$ cat src/rtl/vga_pkg.sv
// Shared definitions for the VGA pattern generator.
//   - pattern mode encodings
//   - default geometry / colour depth
//   - colour constants expressed as per-channel levels, so they map
//     onto any COLOR_W
//   - bouncing-box axis state and its one-frame step function
package vga_pkg;

    localparam int COLOR_W_DEF  = 4;
    localparam int H_ACTIVE_DEF = 640;
    localparam int V_ACTIVE_DEF = 480;

    typedef enum logic [1:0] {
        MODE_BARS     = 2'd0,
        MODE_CHECKER  = 2'd1,
        MODE_GRADIENT = 2'd2,
        MODE_BOX      = 2'd3
    } mode_t;

    // Channel level: off, full scale, or MSB-only (mid-grey).
    typedef enum logic [1:0] {
        LVL_ZERO = 2'd0,
        LVL_FULL = 2'd1,
        LVL_HALF = 2'd2
    } lvl_t;

    typedef struct packed {
        lvl_t r;
        lvl_t g;
        lvl_t b;
    } colour_t;

    localparam colour_t BLACK = '{r: LVL_ZERO, g: LVL_ZERO, b: LVL_ZERO};
    localparam colour_t WHITE = '{r: LVL_FULL, g: LVL_FULL, b: LVL_FULL};
    localparam colour_t BLUE  = '{r: LVL_ZERO, g: LVL_ZERO, b: LVL_FULL};
    localparam colour_t GREY  = '{r: LVL_HALF, g: LVL_HALF, b: LVL_HALF};

    typedef struct packed {
        logic [9:0] pos;
        logic       dir_pos;
    } axis_t;

    // One frame of motion on one axis. At a wall the direction flips and
    // the same frame already moves one pixel away from the wall.
    function automatic axis_t axis_step(input axis_t a, input logic [9:0] lim);
        axis_t n;
        n = a;
        if (a.dir_pos) begin
            if (a.pos == lim) begin
                n.dir_pos = 1'b0;
                n.pos     = a.pos - 10'd1;
            end else begin
                n.pos     = a.pos + 10'd1;
            end
        end else begin
            if (a.pos == 10'd0) begin
                n.dir_pos = 1'b1;
                n.pos     = a.pos + 10'd1;
            end else begin
                n.pos     = a.pos - 10'd1;
            end
        end
        return n;
    endfunction

endpackage

$ cat src/rtl/vga_pattern_generator_if.sv
// Pattern-select request channel (valid/ready).
//   mode_req   : requested pattern
//   mode_valid : request valid, held by the requester until accepted
//   mode_ready : generator can take a request
// master = requester, slave = pattern generator.
interface vga_pattern_generator_if;
    logic [1:0] mode_req;
    logic       mode_valid;
    logic       mode_ready;

    modport master (output mode_req, output mode_valid, input mode_ready);
    modport slave  (input mode_req, input mode_valid, output mode_ready);
endinterface

$ cat src/rtl/vga_bounce_box.sv
// Bouncing-box position state, advanced by one pixel per axis on each
// frame-start strobe.
//   clk, rst     : pixel clock, async active-low reset
//   fs           : frame-start strobe (one cycle)
//   box_x, box_y : top-left corner of the box
module vga_bounce_box
    import vga_pkg::*;
#(
    parameter int H_ACTIVE = H_ACTIVE_DEF,
    parameter int V_ACTIVE = V_ACTIVE_DEF,
    parameter int BOX_SIZE = 32
) (
    input  logic       clk,
    input  logic       rst,
    input  logic       fs,
    output logic [9:0] box_x,
    output logic [9:0] box_y
);

    localparam logic [9:0] X_MAX = 10'(H_ACTIVE - BOX_SIZE);
    localparam logic [9:0] Y_MAX = 10'(V_ACTIVE - BOX_SIZE);

    axis_t ax;
    axis_t ay;

    always_ff @(posedge clk or negedge rst) begin
        if (!rst) begin
            ax <= '{pos: 10'd0, dir_pos: 1'b1};
            ay <= '{pos: 10'd0, dir_pos: 1'b1};
        end else if (fs) begin
            ax <= axis_step(ax, X_MAX);
            ay <= axis_step(ay, Y_MAX);
        end
    end

    assign box_x = ax.pos;
    assign box_y = ay.pos;

endmodule

$ cat src/rtl/vga_pattern_generator.sv
// VGA test-pattern generator, placed after the display timing controller.
// Turns raw syncs / active flag / pixel coordinates into registered RGB
// with sync and data-enable delayed to match (2-clock pipeline). The
// pattern is chosen over a valid/ready channel and only switches at frame
// start, so a frame is never torn between patterns.
//
// Ports:
//   clk, rst          : pixel clock, async active-low reset
//   hs_in, vs_in      : syncs from the timing controller (active low)
//   active_in         : pixel is in the active area
//   x_in, y_in        : pixel coordinates (meaningful when active_in = 1)
//   mode_bus          : pattern request channel (slave side)
//   hs_out, vs_out    : syncs delayed by 2 clocks
//   de_out            : data enable delayed by 2 clocks
//   r_out/g_out/b_out : pixel colour, zero outside the active area
//   frame_cnt         : frames since reset, wraps at 256
//
// Build option VGA_PATGEN_BOUNCE_EN: when defined, mode 3 is an animated
// bouncing box; otherwise mode 3 is solid mid-grey and no box state exists.
//
// Request handshake states:
//   state      | meaning
//   HS_IDLE    | no pending request, mode_ready = 1
//   HS_PENDING | request held, waits for next frame start to become current
module vga_pattern_generator
    import vga_pkg::*;
#(
    parameter int COLOR_W  = COLOR_W_DEF,
    parameter int H_ACTIVE = H_ACTIVE_DEF,
    parameter int V_ACTIVE = V_ACTIVE_DEF,
    parameter int BOX_SIZE = 32
) (
    input  logic                    clk,
    input  logic                    rst,
    input  logic                    hs_in,
    input  logic                    vs_in,
    input  logic                    active_in,
    input  logic [9:0]              x_in,
    input  logic [9:0]              y_in,
    vga_pattern_generator_if.slave  mode_bus,
    output logic                    hs_out,
    output logic                    vs_out,
    output logic                    de_out,
    output logic [COLOR_W-1:0]      r_out,
    output logic [COLOR_W-1:0]      g_out,
    output logic [COLOR_W-1:0]      b_out,
    output logic [7:0]              frame_cnt
);

    localparam int BAR_W = H_ACTIVE / 8;

    typedef enum logic {
        HS_IDLE    = 1'b0,
        HS_PENDING = 1'b1
    } hs_state_t;

    // Place a 4-bit value at the MSB end of a COLOR_W channel.
    function automatic logic [COLOR_W-1:0] fit4(input logic [3:0] v);
        logic [COLOR_W+3:0] wide;
        wide = {v, {COLOR_W{1'b0}}};
        return wide[COLOR_W+3 -: COLOR_W];
    endfunction

    function automatic logic [COLOR_W-1:0] lvl_to_val(input lvl_t l);
        logic [COLOR_W-1:0] v;
        v = '0;
        case (l)
            LVL_FULL: v = '1;
            LVL_HALF: v[COLOR_W-1] = 1'b1;
            default:  v = '0;
        endcase
        return v;
    endfunction

    // ---------------- frame start, handshake, frame counter ----------------
    logic      vs_prev;
    logic      fs;
    hs_state_t hs_state;
    hs_state_t hs_state_nxt;
    logic      accept;
    logic      commit;
    mode_t     mode_pend;
    mode_t     mode_cur;

    assign fs = ~vs_in & vs_prev;

    always_ff @(posedge clk or negedge rst) begin
        if (!rst) begin
            hs_state <= HS_IDLE;
        end else begin
            hs_state <= hs_state_nxt;
        end
    end

    // A request accepted in the frame-start cycle lands in PENDING and so
    // only becomes current at the following frame start.
    always_comb begin
        hs_state_nxt = hs_state;
        accept       = 1'b0;
        commit       = 1'b0;
        case (hs_state)
            HS_IDLE: begin
                if (mode_bus.mode_valid) begin
                    accept       = 1'b1;
                    hs_state_nxt = HS_PENDING;
                end
            end
            HS_PENDING: begin
                if (fs) begin
                    commit       = 1'b1;
                    hs_state_nxt = HS_IDLE;
                end
            end
            default: hs_state_nxt = HS_IDLE;
        endcase
    end

    assign mode_bus.mode_ready = (hs_state == HS_IDLE);

    always_ff @(posedge clk or negedge rst) begin
        if (!rst) begin
            vs_prev   <= 1'b1;
            mode_pend <= MODE_BARS;
            mode_cur  <= MODE_BARS;
            frame_cnt <= 8'd0;
        end else begin
            vs_prev <= vs_in;
            if (accept) begin
                mode_pend <= mode_t'(mode_bus.mode_req);
            end
            if (commit) begin
                mode_cur <= mode_pend;
            end
            if (fs) begin
                frame_cnt <= frame_cnt + 8'd1;
            end
        end
    end

    // ---------------- stage 1: syncs and pattern selectors ----------------
    logic [2:0] bar_idx;
    logic       hs_s1;
    logic       vs_s1;
    logic       de_s1;
    logic [2:0] bar_s1;
    logic       chk_s1;
    logic [3:0] grad_r_s1;
    logic [3:0] grad_g_s1;

    // Bar index = number of bar boundaries at or left of x.
    always_comb begin
        bar_idx = 3'd0;
        for (int k = 1; k < 8; k++) begin
            if ({1'b0, x_in} >= 11'(k * BAR_W)) begin
                bar_idx = bar_idx + 3'd1;
            end
        end
    end

    always_ff @(posedge clk or negedge rst) begin
        if (!rst) begin
            hs_s1     <= 1'b1;
            vs_s1     <= 1'b1;
            de_s1     <= 1'b0;
            bar_s1    <= 3'd0;
            chk_s1    <= 1'b0;
            grad_r_s1 <= 4'd0;
            grad_g_s1 <= 4'd0;
        end else begin
            hs_s1     <= hs_in;
            vs_s1     <= vs_in;
            de_s1     <= active_in;
            bar_s1    <= bar_idx;
            chk_s1    <= x_in[5] ^ y_in[5];
            grad_r_s1 <= x_in[9:6];
            grad_g_s1 <= y_in[8:5];
        end
    end

`ifdef VGA_PATGEN_BOUNCE_EN
    logic [9:0] box_x;
    logic [9:0] box_y;
    logic       box_hit;
    logic       box_hit_s1;

    vga_bounce_box #(
        .H_ACTIVE (H_ACTIVE),
        .V_ACTIVE (V_ACTIVE),
        .BOX_SIZE (BOX_SIZE)
    ) u_bounce_box (
        .clk   (clk),
        .rst   (rst),
        .fs    (fs),
        .box_x (box_x),
        .box_y (box_y)
    );

    assign box_hit = ({1'b0, x_in} >= {1'b0, box_x}) &&
                     ({1'b0, x_in} <  {1'b0, box_x} + 11'(BOX_SIZE)) &&
                     ({1'b0, y_in} >= {1'b0, box_y}) &&
                     ({1'b0, y_in} <  {1'b0, box_y} + 11'(BOX_SIZE));

    always_ff @(posedge clk or negedge rst) begin
        if (!rst) begin
            box_hit_s1 <= 1'b0;
        end else begin
            box_hit_s1 <= box_hit;
        end
    end
`else
    // Without the box, the upper/lower y bits and the box size go unused.
    localparam int unused_box_size = BOX_SIZE;
    logic unused_y;
    assign unused_y = ^{y_in[9], y_in[4:0]};
`endif

    // ---------------- stage 2: colour mux and output registers ----------------
    logic [2:0]         bar_v;
    colour_t            colour;
    logic [COLOR_W-1:0] r_nxt;
    logic [COLOR_W-1:0] g_nxt;
    logic [COLOR_W-1:0] b_nxt;

    // Bars run white..black left to right, so the colour code is 7 - index.
    assign bar_v = ~bar_s1;

    always_comb begin
        colour = BLACK;
        r_nxt  = '0;
        g_nxt  = '0;
        b_nxt  = '0;
        case (mode_cur)
            MODE_BARS: begin
                colour.r = bar_v[2] ? LVL_FULL : LVL_ZERO;
                colour.g = bar_v[1] ? LVL_FULL : LVL_ZERO;
                colour.b = bar_v[0] ? LVL_FULL : LVL_ZERO;
            end
            MODE_CHECKER: colour = chk_s1 ? WHITE : BLACK;
`ifdef VGA_PATGEN_BOUNCE_EN
            MODE_BOX: colour = box_hit_s1 ? WHITE : BLUE;
`else
            MODE_BOX: colour = GREY;
`endif
            default: colour = BLACK;
        endcase
        if (de_s1) begin
            if (mode_cur == MODE_GRADIENT) begin
                r_nxt = fit4(grad_r_s1);
                g_nxt = fit4(grad_g_s1);
                b_nxt = fit4(frame_cnt[7:4]);
            end else begin
                r_nxt = lvl_to_val(colour.r);
                g_nxt = lvl_to_val(colour.g);
                b_nxt = lvl_to_val(colour.b);
            end
        end
    end

    always_ff @(posedge clk or negedge rst) begin
        if (!rst) begin
            hs_out <= 1'b1;
            vs_out <= 1'b1;
            de_out <= 1'b0;
            r_out  <= '0;
            g_out  <= '0;
            b_out  <= '0;
        end else begin
            hs_out <= hs_s1;
            vs_out <= vs_s1;
            de_out <= de_s1;
            r_out  <= r_nxt;
            g_out  <= g_nxt;
            b_out  <= b_nxt;
        end
    end

endmodule

$ cat src/flat_wrapper.sv
// flat-port wrapper written by rule: the top's interface ports become plain ports
module vga_pattern_generator_flat import vga_pkg::*;
#(
    parameter int COLOR_W  = COLOR_W_DEF,
    parameter int H_ACTIVE = H_ACTIVE_DEF,
    parameter int V_ACTIVE = V_ACTIVE_DEF,
    parameter int BOX_SIZE = 32
)
  (clk, rst, hs_in, vs_in, active_in, x_in, y_in, hs_out, vs_out, de_out, r_out, g_out, b_out, frame_cnt, mode_bus_mode_req, mode_bus_mode_valid, mode_bus_mode_ready);
  vga_pattern_generator_if mode_bus_i ();
  input  logic clk;
  input  logic rst;
  input  logic hs_in;
  input  logic vs_in;
  input  logic active_in;
  input  logic [9:0] x_in;
  input  logic [9:0] y_in;
  output logic hs_out;
  output logic vs_out;
  output logic de_out;
  output logic [COLOR_W-1:0] r_out;
  output logic [COLOR_W-1:0] g_out;
  output logic [COLOR_W-1:0] b_out;
  output logic [7:0] frame_cnt;
  input wire logic [$bits(mode_bus_i.mode_req)-1:0] mode_bus_mode_req;
  input wire logic [$bits(mode_bus_i.mode_valid)-1:0] mode_bus_mode_valid;
  output wire logic [$bits(mode_bus_i.mode_ready)-1:0] mode_bus_mode_ready;
  assign mode_bus_i.mode_req = mode_bus_mode_req;
  assign mode_bus_i.mode_valid = mode_bus_mode_valid;
  assign mode_bus_mode_ready = mode_bus_i.mode_ready;
  vga_pattern_generator #(.COLOR_W(COLOR_W), .H_ACTIVE(H_ACTIVE), .V_ACTIVE(V_ACTIVE), .BOX_SIZE(BOX_SIZE)) u_core (.clk(clk), .rst(rst), .hs_in(hs_in), .vs_in(vs_in), .active_in(active_in), .x_in(x_in), .y_in(y_in), .mode_bus(mode_bus_i), .hs_out(hs_out), .vs_out(vs_out), .de_out(de_out), .r_out(r_out), .g_out(g_out), .b_out(b_out), .frame_cnt(frame_cnt));
endmodule
$ cat config.mk
export PLATFORM = sky130hd
export DESIGN_NAME = vga_pattern_generator_flat
export DESIGN_NICKNAME = d
export VERILOG_FILES = /design/src/rtl/vga_pkg.sv /design/src/rtl/vga_pattern_generator_if.sv /design/src/rtl/vga_bounce_box.sv /design/src/rtl/vga_pattern_generator.sv /design/src/flat_wrapper.sv
export SDC_FILE = /design/constraint.sdc
export NUM_CORES = 1
export LEC_CHECK = 0
export ABC_AREA = 1
export CORE_UTILIZATION = 53
export CTS_CLUSTER_DIAMETER = 80
export DETAILED_ROUTE_END_ITERATION = 8
export GPL_TIMING_DRIVEN = 0
export MAX_ROUTING_LAYER = met4
export PLACE_DENSITY = 0.94
export SLEW_MARGIN = 20
export SYNTH_ARGS = -nofsm -noshare
export SYNTH_HDL_FRONTEND = slang
export SYNTH_HIERARCHICAL = 1
export SYNTH_SLANG_ARGS = --single-unit
$ cat constraint.sdc
create_clock -name clk -period 3.8 [get_ports clk]
set_input_delay 0.76 -clock clk [delete_from_list [all_inputs] [get_ports clk]]
set_output_delay 0.76 -clock clk [all_outputs]
set_load 0.01 [all_outputs]
==> run metrics <==
Mapped Nets=272; DRC=0; Hold Vio Cnt, Final=0; CTS Buf Count=5; Congestion Overflow GR=0; Die H=65.2 microns; largest net degree at the start of global routing=30; H-tree depth=2; n_diodes=0; Cell Count, Final, Fillers Out=341; final instance area=2800 sq um; Mapped Avg Cell Area=9.08 sq um; clock sink count=43; CTS tree=yes; Main synth FF type=dfrtp_1; Top-Level Pins=52; max-cap violation count=0; async set or reset register ratio after synthesis=100%; sequential-to-total area share from yosys stat=51.1%; Starting Density=56.5%; WS Path Type=in2reg; crit-path cells=dlygate4sd2_1, or2_4, a21oi_4, ha_4, inv_1, nand3_2, nand2_4, inv_4, ha_4, or2_0, nand3_1, nand3_2, nand2_1, ha_1, or2_1, and2_1, ha_1, nand2_1, inv_1, nand3_1, nand2_1; Netlist Area Pre-Place=2120 sq um; Synth-to-Final Area Change=32.3%; RSZ-0062 raised after global routing=false; routed length on met2=2330 microns; Inst Count DP=323; Worst Setup End Kind=flop; highest layer used for signal routing=met4; Worst path most repeated cell=nand2_1; outcome=finished, final reports clean; Rows=22; total number of vias=1744; Synthesis Warnings=6; average vias per placed instance=5.11; critical path's slowest cell=dlygate4sd2_1; CP required=3.98 ns; RePlAce Congestion=0.777; R2R depth=7; CP peak stage delay=0.26 ns; final net count=331; Core Area=3740 sq um; hpwl dp=3250 microns; FF-to-FF setup slack=1.89 ns; worst skew pair latency=0.29 ns; fin crit share=95.0%; Startpoint Class=input port; TritonRoute pass-1 iters=4; r2r endpoint=u_core/frame_cnt[7]$_DFFE_PN0P_; Worst Max-Slew Pin Slew=0.543 ns; Core Util, Final=74.8%; Tot GR Track Use=24.0%; WL final=4450 microns; Slew HR=63.6%; Clock Path Buffers=2; vias in the first global route=1689; most common cell after layout, fill and taps aside=nand2_1; CTS Hold Bufs=0; port bufs=41; DRT iter0 DRCs=108; first-pass GRT wire length=7490 microns; Worst VDD drop=0.000345 V; Pwr Density=547 nW/um^2; Fmax=277 MHz; final setup fails=0; clock slew at reported path FFs=0.08 ns; CP top delay family=simple AND/OR/NAND/NOR gates; Antenna Violating Nets Remaining=0; post-synth cell types=27; Met3 Wirelength=181 microns; Root Driver=clkbuf_8; share of cells above drive strength 1=20.8%; M1 WL=1870 microns; commonest cells after routing, fill and taps aside=nand2_1 (53), dfrtp_1 (39), clkdlybuf4s50_1 (34); EDFF count, synth=0; routed len/inst=13.1 microns; fin crit period=3.61 ns; Die W=65.2 microns; WP data arrival=3.80 ns; Slew Viols, Final=0; FF+latch count, synth=43; Fin Clk Skew=0.0101 ns; Fillers=273; hold crit path type=in2async; initial antenna violation count=0; worst path bufs/invs=4; Area after DPL=2600 sq um; CP Max Fanout=5; worst r2r src=u_core/vs_s1$_DFF_PN1_; Setup TNS Final=0 ns; Mapped Cells=233; Static Leak=1.39 nW; full die area=4250 sq um
-- power by group --
group / total, W / switching (W) / internal [W] / leakage (nW)
clock: 0.000274 / 0.000146 / 0.000128 / 0.0412
sequential: 0.000649 / 0.0000676 / 0.000581 / 0.518
combinational: 0.000608 / 0.000312 / 0.000296 / 0.836
-- Yosys cell counts, drive strengths merged (2+ instances only) --
| cell | count | area share [%] |
|---|---|---|
| dfrtp | 39 | 46 |
| a21oi | 7 | 1.7 |
| dfstp | 4 | 5.0 |
| o21ai | 16 | 5.0 |
| ha | 11 | 6.5 |
| mux2 | 2 | 1.1 |
| inv | 34 | 6.3 |
| nor2 | 19 | 3.7 |
| or2 | 4 | 1.2 |
| xor2 | 7 | 2.9 |
| nor3 | 2 | 0.47 |
| nand3 | 22 | 6.4 |
| nand2 | 60 | 12 |
| a31oi | 2 | 0.59 |
-- layout make-up --
| class | count | area, sq um | area share (%) |
|---|---|---|---|
| sequential | 43 | 1080 | 38.6 |
| inverter | 34 | 133 | 4.74 |
| clock inverter | 2 | 12.5 | 0.447 |
| clock buffer | 6 | 72.6 | 2.59 |
| timing repair buffer | 52 | 474 | 16.9 |
| buffer | 1 | 3.75 | 0.134 |
| tap | 48 | 60.1 | 2.14 |
| multi-input combinational | 155 | 963 | 34.4 |
-- registers in the layout, summed over array words and instances, names as in the netlist --
signal,cells
u_core/bar_s1,3
u_core/hs_s1,1
u_core/de_out,1
u_core/vs_s1,1
u_core/grad_g_s1,4
u_core/g_out,4
u_core/b_out,4
u_core/chk_s1,1
u_core/r_out,4
u_core/mode_pend,2
u_core/hs_state,1
u_core/mode_cur,2
u_core/hs_out,1
u_core/vs_out,1
u_core/frame_cnt,8
u_core/de_s1,1
u_core/grad_r_s1,4
-- what timing repair did --
action	4_1_cts	5_1_grt
setup endpoints to repair	2	2
resized for setup	15	16
buffers inserted	7	3
pin swaps	7	6
-- per-layer routing --
metal / vias to the layer above / global-route usage, %
li1: 856 / -
met1: 823 / 28.3
met2: 58 / 41.1
met3: 7 / 3.30
met4: 0 / 9.78
met5: - / -
-- per-stage QoR --
stage               hold WS, ns  total power [W]  setup slack, ns
finish                    0.360          0.00153            0.190
CTS                       0.362          0.00153           0.0157
floorplan                 0.345         0.000948           0.0578
global route              0.364          0.00164           0.0280
detailed placement        0.353          0.00124           -0.848
global placement          0.346          0.00120           -0.719
-- cells by family after synthesis --
logic type	Yosys count	synth area share, %
compound gates	25	7.27
xor+xnor	8	3.31
fa+ha+maj	11	6.50
buf+inv	35	6.45
flops	43	51.1
mux	2	1.06
simple gates	109	24.3
-- how the worst max path moves through the flow --
stage	depth (start not counted)	end	slack [ns]	start
finish	21	u_core/bar_s1[2]$_DFF_PN0_	0.19	x_in[4]
global route	20	u_core/bar_s1[2]$_DFF_PN0_	0.03	x_in[4]
CTS	23	u_core/bar_s1[2]$_DFF_PN0_	0.02	x_in[9]
detailed placement	23	u_core/bar_s1[2]$_DFF_PN0_	-0.85	x_in[8]
global placement	23	u_core/bar_s1[2]$_DFF_PN0_	-0.72	x_in[8]
floorplan	23	u_core/bar_s1[2]$_DFF_PN0_	0.06	x_in[8]
(Power assumes the default switching activity.)
